`src/rtl/interrupt_controller_pkg.sv`:
```
// Shared types for the interrupt source block: request vector indices and
// the I/O addresses of the factor-flag and mask nibble registers.
package interrupt_controller_pkg;

  localparam int REQ_WIDTH = 15;

  typedef enum logic [3:0] {
    INT_CLOCK_TIMER = 4'd1,
    INT_STOPWATCH   = 4'd2,
    INT_K0          = 4'd3,
    INT_K1          = 4'd4,
    INT_SERIAL      = 4'd5,
    INT_PROG_TIMER  = 4'd6
  } int_vector;

  // Factor flags (read-clear)
  localparam logic [11:0] ADDR_IT    = 12'hF00;
  localparam logic [11:0] ADDR_ISW   = 12'hF01;
  localparam logic [11:0] ADDR_IPT   = 12'hF02;
  localparam logic [11:0] ADDR_ISIO  = 12'hF03;
  localparam logic [11:0] ADDR_IK0   = 12'hF04;
  localparam logic [11:0] ADDR_IK1   = 12'hF05;

  // Masks (read/write)
  localparam logic [11:0] ADDR_EIT   = 12'hF10;
  localparam logic [11:0] ADDR_EISW  = 12'hF11;
  localparam logic [11:0] ADDR_EIPT  = 12'hF12;
  localparam logic [11:0] ADDR_EISIO = 12'hF13;
  localparam logic [11:0] ADDR_EIK0  = 12'hF14;
  localparam logic [11:0] ADDR_EIK1  = 12'hF15;

endpackage

```
`src/rtl/interrupt_factor.sv`:
```
// One factor-flag register: bits set on event pulses, all bits clear when
// software reads the register, and the masked OR feeds the request logic.
module interrupt_factor
  import interrupt_controller_pkg::*;
#(
  parameter int WIDTH = 1
) (
  input  logic             clk,
  input  logic             reset,
  input  logic             clk_en,
  input  logic [WIDTH-1:0] set_pulse,
  input  logic             read_clear,
  input  logic [WIDTH-1:0] mask,
  output logic [WIDTH-1:0] flag,
  output logic             req
);

  // NOTE: sequential state uses non-blocking assignments and a synchronous
  // reset that overrides clk_en, so reset lands on the very next clk edge.
  always_ff @(posedge clk) begin
    if (reset) begin
      flag <= '0;
    end else if (clk_en) begin
      // Set is OR-ed in after the clear so a same-cycle event is never lost.
      flag <= (read_clear ? '0 : flag) | set_pulse;
    end
  end

  assign req = |(flag & mask);

endmodule

```
`src/rtl/interrupt_controller.sv`:
```
// Interrupt source side of the CPU interrupt interface: latches peripheral
// factor flags, holds the mask registers and drives the registered request vector.
module interrupt_controller
  import interrupt_controller_pkg::*;
(
  input  logic        clk,
  input  logic        reset,
  input  logic        clk_en,
  input  logic        timer_32hz,
  input  logic        timer_8hz,
  input  logic        timer_2hz,
  input  logic        timer_1hz,
  input  logic        sw_10hz,
  input  logic        sw_1hz,
  input  logic        prog_timer_underflow,
  input  logic        serial_done,
  input  logic [3:0]  k0_edge,
  input  logic        k1_edge,
  input  logic [11:0] bus_addr,
  input  logic        bus_read_en,
  input  logic        bus_write_en,
  input  logic [3:0]  bus_write_data,
  output logic [3:0]  bus_read_data,
  output logic [14:0] interrupt_req
);

  logic [3:0] eit;
  logic [1:0] eisw;
  logic       eipt;
  logic       eisio;
  logic [3:0] eik0;
  logic       eik1;

  logic [3:0] it_flag;
  logic [1:0] isw_flag;
  logic       ipt_flag, isio_flag, ik0_flag, ik1_flag;
  logic       it_req, isw_req, ipt_req, isio_req, ik0_req, ik1_req;

  logic             wr_active;
  logic [REQ_WIDTH-1:0] req_next;
  logic [3:0]       read_data;

  // A simultaneous read wins; the write is dropped.
  assign wr_active = bus_write_en && !bus_read_en;

  always_ff @(posedge clk) begin
    if (reset) begin
      eit   <= '0;
      eisw  <= '0;
      eipt  <= 1'b0;
      eisio <= 1'b0;
      eik0  <= '0;
      eik1  <= 1'b0;
    end else if (clk_en && wr_active) begin
      case (bus_addr)
        ADDR_EIT:   eit   <= bus_write_data;
        ADDR_EISW:  eisw  <= bus_write_data[1:0];
        ADDR_EIPT:  eipt  <= bus_write_data[0];
        ADDR_EISIO: eisio <= bus_write_data[0];
        ADDR_EIK0:  eik0  <= bus_write_data;
        ADDR_EIK1:  eik1  <= bus_write_data[0];
        default: ;
      endcase
    end
  end

  interrupt_factor #(.WIDTH(4)) u_it (
    .clk        (clk),
    .reset      (reset),
    .clk_en     (clk_en),
    .set_pulse  ({timer_1hz, timer_2hz, timer_8hz, timer_32hz}),
    .read_clear (bus_read_en && (bus_addr == ADDR_IT)),
    .mask       (eit),
    .flag       (it_flag),
    .req        (it_req)
  );

  interrupt_factor #(.WIDTH(2)) u_isw (
    .clk        (clk),
    .reset      (reset),
    .clk_en     (clk_en),
    .set_pulse  ({sw_1hz, sw_10hz}),
    .read_clear (bus_read_en && (bus_addr == ADDR_ISW)),
    .mask       (eisw),
    .flag       (isw_flag),
    .req        (isw_req)
  );

  interrupt_factor #(.WIDTH(1)) u_ipt (
    .clk        (clk),
    .reset      (reset),
    .clk_en     (clk_en),
    .set_pulse  (prog_timer_underflow),
    .read_clear (bus_read_en && (bus_addr == ADDR_IPT)),
    .mask       (eipt),
    .flag       (ipt_flag),
    .req        (ipt_req)
  );

  interrupt_factor #(.WIDTH(1)) u_isio (
    .clk        (clk),
    .reset      (reset),
    .clk_en     (clk_en),
    .set_pulse  (serial_done),
    .read_clear (bus_read_en && (bus_addr == ADDR_ISIO)),
    .mask       (eisio),
    .flag       (isio_flag),
    .req        (isio_req)
  );

  // K ports are masked before the flag, so the flag itself is the request.
  interrupt_factor #(.WIDTH(1)) u_ik0 (
    .clk        (clk),
    .reset      (reset),
    .clk_en     (clk_en),
    .set_pulse  (|(k0_edge & eik0)),
    .read_clear (bus_read_en && (bus_addr == ADDR_IK0)),
    .mask       (1'b1),
    .flag       (ik0_flag),
    .req        (ik0_req)
  );

  interrupt_factor #(.WIDTH(1)) u_ik1 (
    .clk        (clk),
    .reset      (reset),
    .clk_en     (clk_en),
    .set_pulse  (k1_edge && eik1),
    .read_clear (bus_read_en && (bus_addr == ADDR_IK1)),
    .mask       (1'b1),
    .flag       (ik1_flag),
    .req        (ik1_req)
  );

  // NOTE: every always_comb output gets a default first so no latch is inferred.
  always_comb begin
    read_data = '0;
    if (bus_read_en) begin
      case (bus_addr)
        ADDR_IT:    read_data = it_flag;
        ADDR_ISW:   read_data = {2'b00, isw_flag};
        ADDR_IPT:   read_data = {3'b000, ipt_flag};
        ADDR_ISIO:  read_data = {3'b000, isio_flag};
        ADDR_IK0:   read_data = {3'b000, ik0_flag};
        ADDR_IK1:   read_data = {3'b000, ik1_flag};
        ADDR_EIT:   read_data = eit;
        ADDR_EISW:  read_data = {2'b00, eisw};
        ADDR_EIPT:  read_data = {3'b000, eipt};
        ADDR_EISIO: read_data = {3'b000, eisio};
        ADDR_EIK0:  read_data = eik0;
        ADDR_EIK1:  read_data = {3'b000, eik1};
        default:    read_data = '0;
      endcase
    end
  end

  assign bus_read_data = read_data;

  always_comb begin
    req_next                  = '0;
    req_next[INT_CLOCK_TIMER] = it_req;
    req_next[INT_STOPWATCH]   = isw_req;
    req_next[INT_K0]          = ik0_req;
    req_next[INT_K1]          = ik1_req;
    req_next[INT_SERIAL]      = isio_req;
    req_next[INT_PROG_TIMER]  = ipt_req;
  end

  always_ff @(posedge clk) begin
    if (reset) begin
      interrupt_req <= '0;
    end else if (clk_en) begin
      interrupt_req <= req_next;
    end
  end

endmodule

```
`config.mk`:
```
export PLATFORM = sky130hd
export DESIGN_NAME = interrupt_controller
export DESIGN_NICKNAME = d
export VERILOG_FILES = /design/src/rtl/interrupt_controller_pkg.sv /design/src/rtl/interrupt_factor.sv /design/src/rtl/interrupt_controller.sv
export SDC_FILE = /design/constraint.sdc
export NUM_CORES = 1
export LEC_CHECK = 0
export BUFFER_PORTS_ARGS = -buffer_cell sky130_fd_sc_hd__buf_2
export CAP_MARGIN = 0
export CORE_ASPECT_RATIO = 1.2
export CORE_MARGIN = 10
export CORE_UTILIZATION = 45
export DETAILED_ROUTE_END_ITERATION = 10
export PLACE_DENSITY = 0.82
export SLEW_MARGIN = 10
export SYNTH_ARGS = -nofsm -noshare
export SYNTH_HDL_FRONTEND = slang
export SYNTH_SLANG_ARGS = --single-unit
```
`constraint.sdc`:
```
create_clock -name clk -period 1.54 [get_ports clk]
set_input_delay 0.231 -clock clk [delete_from_list [all_inputs] [get_ports clk]]
set_output_delay 0.231 -clock clk [all_outputs]
set_load 0.02 [all_outputs]
```
==> qor.tcl, run 1 <==
set qor(ys_ff_latch) 29
set qor(die_width_microns) 74.6
set qor(max_freq_ghz) 0.572
set qor(clkLatencyLatePin_ps) 280
set qor(gr-usage-all-layers_pct) 15.7
set qor(worst-r2r-cell-count) 4
set qor(numCtsBuffers) 5
set qor(unrepaired_setup_endpoints_after_global_routing) {yes}
set qor(holdPathStages) 2
set qor(final_hold_viol_count) 0
set qor(power.static_leakage_nw) 0.965
set qor(timing.final.crit_share_pct) 114
set qor(total_switching_power_w) 0.000454
set qor(mappedNetlistArea_sq_um) 1610
set qor(cts-root-to-sink-buffers) 2
set qor(part_of_the_yosys_area_used_for_sequential_elements_pct) 36.1
set qor(irDropWorstVdd_v) 0.000722
set qor(floorplan.die.height_microns) 85.5
set qor(setup_viol_count_final) 3
set qor(arrival_ps) 1520
set qor(p_per_area_nw_per_um2) 855
set qor(clk_pin_slew_ps) 60
set qor(yosys.cell_types.count) 43
set qor(areaGrowthSynthToFinish_pct) 34.9
set qor(period_needed_ps) 1750
set qor(worstSetupStartpointType) {flop}
set qor(reg2reg_to) {interrupt_req[2]$_SDFFE_PP0P_}
set qor(ys_warn_count) 0
set qor(syn_area_per_cell_sq_um) 8.85
set qor(grt_antenna_before_repair) 0
set qor(vias_in_the_first_global_route) 1695
set qor(via_density) 5.98
set qor(drt_pre_antenna_iters) 4
set qor(core_area_sq_um) 3400
set qor(type_of_the_setup_path_with_the_least_slack) {flop to output pin}
set qor(ant_nets) 0
set qor(detailed_place.area_sq_um) 1940
set qor(die_footprint_sq_um) 6380
set qor(initial_core_util_pct) 47.4
set qor(synthDominantAreaCellType) {sky130_fd_sc_hd__dfxtp_1}
set qor(ff2ff_setup_slack_ps) 490
set qor(drv.max_cap_violation_count) 0
set qor(power.combinational.fraction_pct) 13.5
set qor(final_design_area_no_fill_sq_um) 2170
set qor(hpwlAfterDp_microns) 3670
set qor(final.setup_skew_ps) 5.88
set qor(clock_tree_from_tritoncts) {done}
set qor(synthesis.instances) 182
set qor(worstSetupEndpointType) {output pin}
set qor(maxSlewViolCount) 0
set qor(min_path_type) {input port to flop}
set qor(final_core_util_pct) 64.0
set qor(io_buffer_count) 43
set qor(finalWirelength_microns) 5050
set qor(worst-path-max-fanout) 3
set qor(tritoncts_num_sinks) 29
set qor(largest_net_degree_at_the_start_of_global_routing) 15
set qor(grt_pass1_wl_microns) 7980
set qor(synth.top_cell.area_share_pct) 36.1
set qor(routed-via-count) 1679
set qor(globalRoute.totalOverflow) 0
set qor(setup_slack_ps) -209
set qor(nNetsFinal) 277
set qor(holdCritStartpoint) {timer_8hz}
set qor(std_cell_rows) 23
set qor(worstPathRequired_ps) 1310
set qor(detail_route.drc_violations) 0
set qor(drt_iter0_drc) 143
set qor(crit_path_start) {u_it.flag[0]$_SDFFE_PP0P_}
set qor(crit-reg2reg-launch) {eisw[1]$_SDFFE_PP0P_}
set qor(p_sw_share_pct) 24.4
set qor(num_io_pins) 53
set qor(status) {complete, but fails checks}
set qor(failing_checks) {negative setup slack}
set qor(num_antenna_cells) 0
set qor(htree_levels) 2
set qor(power.internal_w) 0.00140
set qor(synthTopCellsByArea) {sky130_fd_sc_hd__dfxtp_1 36%, sky130_fd_sc_hd__mux2i_1 11%, sky130_fd_sc_hd__a21oi_1 4.4%, sky130_fd_sc_hd__buf_4 4.2%, sky130_fd_sc_hd__nor2_1 3.7%}
set qor(drive_gt1_share_pct) 40.2
set qor(cts_root_buffer) {sky130_fd_sc_hd__clkbuf_8}
set qor(power.share.clock_pct) 44.2
set qor(routed_wire_length_per_instance_microns) 18.0
set qor(timing.hold.worst_endpoint) {u_it.flag[1]$_SDFFE_PP0P_}
set qor(globalplace.congestion) 0.902
set qor(seq_pwr_share_pct) 42.3
[how the worst max path moves through the flow]
stage	end	slack [ps]	depth (start not counted)
floorplan	bus_read_data[2]	-200	4
global placement	bus_read_data[0]	-120	6
detailed placement	bus_read_data[0]	-110	6
CTS	bus_read_data[0]	-200	4
global route	bus_read_data[0]	-290	5
finish	bus_read_data[0]	-210	5
[cells by family (layout without fill, tap and decap cells)]
logic type,count (synthesis),in the layout,share of synthesized area [%]
other cells,1,9,0.233
flops,29,29,36.1
mux,18,18,12.0
compound gates,44,44,18.9
buf+inv,25,79,8.39
simple gates,65,65,24.5
[layout make-up]
cell class	count	area (sq um)
Sequential cell	29	592
Inverter	2	7.51
Timing Repair Buffer	69	442
Tap cell	37	46.3
Clock buffer	7	86.3
Clock inverter	1	30.0
Fill cell	295	1220
Multi-Input combinational cell	136	968
[power groups by stage]
stage | clock network (W) | logic [W] | registers (W)
2_1_floorplan | 0 | 0.000144 | 0.000798
3_3_place_gp | 0 | 0.000228 | 0.000799
3_5_place_dp | 0 | 0.000231 | 0.000799
4_1_cts | 0.000823 | 0.000239 | 0.000785
5_1_grt | 0.000865 | 0.000269 | 0.000787
6_report | 0.000820 | 0.000251 | 0.000785
[worst max-delay path, cell delays in order (launching register included)]
cell                       delay, ps
sky130_fd_sc_hd__dfxtp_2         360
sky130_fd_sc_hd__mux2i_1          70
sky130_fd_sc_hd__o32ai_1         230
sky130_fd_sc_hd__nor4_1           90
sky130_fd_sc_hd__a211oi_1        270
sky130_fd_sc_hd__buf_4           210
[layout by cell type (no fill, tap or decap), types with 3 or more instances in the layout]
cell type | netlist | routed
sky130_fd_sc_hd__conb_1 | 1 | 9
sky130_fd_sc_hd__a21oi_1 | 14 | 13
sky130_fd_sc_hd__o41ai_1 | 4 | 4
sky130_fd_sc_hd__dfxtp_2 | 0 | 9
sky130_fd_sc_hd__nand2_1 | 11 | 11
sky130_fd_sc_hd__nand2b_1 | 3 | 3
sky130_fd_sc_hd__dfxtp_1 | 29 | 20
sky130_fd_sc_hd__buf_6 | 0 | 3
sky130_fd_sc_hd__mux2i_1 | 17 | 17
sky130_fd_sc_hd__a311oi_1 | 4 | 4
sky130_fd_sc_hd__a22o_1 | 6 | 6
sky130_fd_sc_hd__buf_4 | 9 | 31
sky130_fd_sc_hd__nand4_1 | 7 | 7
sky130_fd_sc_hd__nand3_1 | 3 | 3
sky130_fd_sc_hd__buf_2 | 6 | 35
sky130_fd_sc_hd__clkbuf_8 | 0 | 6
sky130_fd_sc_hd__nor3_2 | 1 | 3
sky130_fd_sc_hd__a31oi_1 | 4 | 3
sky130_fd_sc_hd__nor2_1 | 16 | 16
sky130_fd_sc_hd__o31ai_1 | 3 | 3
[what timing repair did]
item	in CTS	in global routing
pin swaps	3	6
setup endpoints to repair	4	4
setup buffers	1	3
endpoints found under the hold margin	0	0
hold buffers	0	0
resized for setup	16	13
cloned	0	0
[per-stage QoR]
step | total power (W) | TNS, ps | setup slack [ps] | cells | hold slack [ps]
6_report | 0.00186 | -310 | -209 | 281 | 161
5_1_grt | 0.00192 | -483 | -288 | 281 | 156
4_1_cts | 0.00185 | -285 | -203 | 278 | 157
3_5_place_dp | 0.00103 | -425 | -109 | 269 | 446
3_3_place_gp | 0.00103 | -195 | -120 | 269 | 442
2_1_floorplan | 0.000942 | -653 | -200 | 190 | 357
[flip-flops by register name, indices dropped and copies added, names as in the netlist]
name	flops
eisw	2
u_ipt.flag	1
u_ik0.flag	1
u_isio.flag	1
eik0	4
u_ik1.flag	1
u_isw.flag	2
eisio	1
u_it.flag	4
eipt	1
eik1	1
interrupt_req	6
eit	4
[synth_stat cells (all sizes together)]
cell    count
o21ai       2
nor4        4
nand2      11
a311oi      4
a31oi       4
nand3b      2
nand4       7
mux4        1
clkbuf      7
buf        16
or4         1
a221oi      1
o41ai       4
a21oi      14
nand4b      1
a22oi       2
inv         2
nor4bb      1
nor3        5
nand3       4
a211oi      2
or3         1
o31ai       3
and2        1
conb        1
and3b       2
and4        1
nor4b       2
nor2       16
mux2i      17
dfxtp      29
nor2b       2
and3        1
o22ai       1
o32ai       1
nand2b      3
a22o        6
[metal layers]
layer | track usage [%] | up-vias | wire length (microns)
met1 | 17.9 | 793 | 2000
li1 | - | 793 | -
met5 | 0 | - | 0
met4 | 5.86 | 0 | 78
met3 | 5.31 | 13 | 409
met2 | 26.1 | 80 | 2560
Power figures use the tool's default switching activity.
==> run 2, diff against run 1 <==
==> constraint.sdc (replaced) <==
create_clock -name clk -period 1.78 [get_ports clk]
set_input_delay 0.267 -clock clk [delete_from_list [all_inputs] [get_ports clk]]
set_output_delay 0.267 -clock clk [all_outputs]
set_load 0.02 [all_outputs]
==> run 2 against run 1 <==
Against the previous run: the run now ends clean; via count fell by 5.7%; clock power down 14%; count of clock-buffer cells in the layout unchanged; die area unchanged; final cell count down 6.4%; hold slack gained 27 ps.
==> qor.tcl, run 2 (synthesis gave the netlist of run 1 again) <==
set qor(std_cell_rows) 23
set qor(drt_iter0_drc) 155
set qor(cts-root-to-sink-buffers) 2
set qor(layout_commonest_cell) {sky130_fd_sc_hd__buf_2}
set qor(clock_tree_from_tritoncts) {done}
set qor(largest_net_degree_at_the_start_of_global_routing) 19
set qor(drive_gt1_share_pct) 29.2
set qor(min_path_type) {input port to flop}
set qor(num_io_pins) 53
set qor(grt_pass1_wl_microns) 7400
set qor(final_core_util_pct) 57.7
set qor(routed-via-count) 1584
set qor(globalplace.congestion) 0.948
set qor(io_buffer_count) 43
set qor(final_design_area_no_fill_sq_um) 1960
set qor(numCtsBuffers) 5
set qor(drt_pre_antenna_iters) 4
set qor(via_density) 6.02
set qor(nNetsFinal) 259
set qor(globalRoute.totalOverflow) 0
set qor(detailed_place.area_sq_um) 1830
set qor(vias_in_the_first_global_route) 1612
set qor(status) {complete, no violations}
set qor(areaGrowthSynthToFinish_pct) 21.6
set qor(worstPathRequired_ps) 1510
set qor(timing.final.crit_share_pct) 99.7
set qor(irDropWorstVdd_v) 0.000563
set qor(hpwlAfterDp_microns) 3450
set qor(max_freq_ghz) 0.563
set qor(core_area_sq_um) 3400
set qor(arrival_ps) 1510
set qor(finalWirelength_microns) 4540
set qor(gr-usage-all-layers_pct) 14.5
set qor(cts_root_buffer) {sky130_fd_sc_hd__clkbuf_8}
set qor(initial_core_util_pct) 47.4
set qor(tritoncts_num_sinks) 29
set qor(clkLatencyLatePin_ps) 280
set qor(power.static_leakage_nw) 0.858
set qor(setup_viol_count_final) 0
set qor(final_hold_viol_count) 0
set qor(worst-path-max-fanout) 6
set qor(htree_levels) 2
set qor(type_of_the_setup_path_with_the_least_slack) {input port to output pin}
set qor(detail_route.drc_violations) 0
set qor(p_per_area_nw_per_um2) 802
set qor(routed_wire_length_per_instance_microns) 17.3
set qor(num_antenna_cells) 0
set qor(clk_pin_slew_ps) 60
set qor(post_cts_hold_buffer_count) 0
set qor(most-common-layout-cells) {41 x sky130_fd_sc_hd__buf_2, 27 x sky130_fd_sc_hd__dfxtp_1, 17 x sky130_fd_sc_hd__mux2i_1, 16 x sky130_fd_sc_hd__nor2_1, 14 x sky130_fd_sc_hd__a21oi_1}
set qor(setup_slack_ps) 5.37
set qor(ant_nets) 0
set qor(die_footprint_sq_um) 6380
set qor(maxSlewViolCount) 0
set qor(grt_antenna_before_repair) 0
set qor(drv.max_cap_violation_count) 0
set qor(floorplan.die.height_microns) 85.5
set qor(worstSetupEndpointType) {output pin}
set qor(die_width_microns) 74.6
set qor(register_with_the_most_flip_flops) {interrupt_req}
set qor(worstSetupStartpointType) {input port}
set qor(final.setup_skew_ps) 2.84
set qor(period_needed_ps) 1770
set qor(placement_setup_slack_ps) 58.8
set qor(unrepaired_setup_endpoints_after_global_routing) {yes}
set qor(largest_reg_flops) 6
==> run 2: layer usage <==
metal	vias to the layer above	share of wire, %	global-route usage, %	wire, microns
met3	9	7.4	4.96	338
met1	750	41	16.5	1850
met2	71	50	24.0	2270
li1	754	-	-	-
met5	-	0	0	0
met4	0	1.7	6.21	79
==> run 2: cell type report <==
cell class                 count  area (sq um)
tap                           37          46.3
fill                         328          1440
inverter                       2          7.51
clock inverter                 1          30.0
multi-input combinational    136           925
clock buffer                   7          86.3
timing repair buffer          51           280
sequential                    29           583
==> run 2: worst paths after layout <==
path / startpoint / end / slack, ps / cells after the start
max: bus_addr[3] / bus_read_data[0] / 5 / 5
max reg2reg: eik0[2]$_SDFFE_PP0P_ / u_ik0.flag$_SDFFE_PP0P_ / 910 / 3
min: timer_32hz / u_it.flag[0]$_SDFFE_PP0P_ / 190 / 2
min reg2reg: interrupt_req[5]$_SDFFE_PP0P_ / interrupt_req[5]$_SDFFE_PP0P_ / 460 / 2
==> run 2: repair_timing <==
action / CTS / global route
endpoints found under the setup margin: 1 / 4
hold endpoints to repair: 0 / 0
cloned: 0 / 0
buffers inserted: 0 / 0
pin swaps: 1 / 0
resized for setup: 2 / 2
==> run 2: power by group <==
| group | total, W | switching (W) | internal [W] |
|---|---|---|---|
| clock | 0.000703 | 0.000248 | 0.000456 |
| sequential | 0.000678 | 0.0000125 | 0.000666 |
| combinational | 0.000190 | 0.000116 | 0.0000736 |
| total | 0.00157 | 0.000376 | 0.00119 |
==> run 2: critical path: stages <==
cell and delay, ps:
sky130_fd_sc_hd__buf_2 120, sky130_fd_sc_hd__nor4_4 420, sky130_fd_sc_hd__nand4_1 170, sky130_fd_sc_hd__a211oi_1 320, sky130_fd_sc_hd__buf_4 200
==> run 2: metrics by stage <==
step	power [W]	cells	hold WS (ps)	TNS, ps
after global placement	0.000874	255	446	0
after global routing	0.00164	263	185	-155
after floorplan	0.000815	190	393	-88.4
after CTS	0.00158	263	181	0
final	0.00157	263	188	0
after detailed placement	0.000877	255	450	0
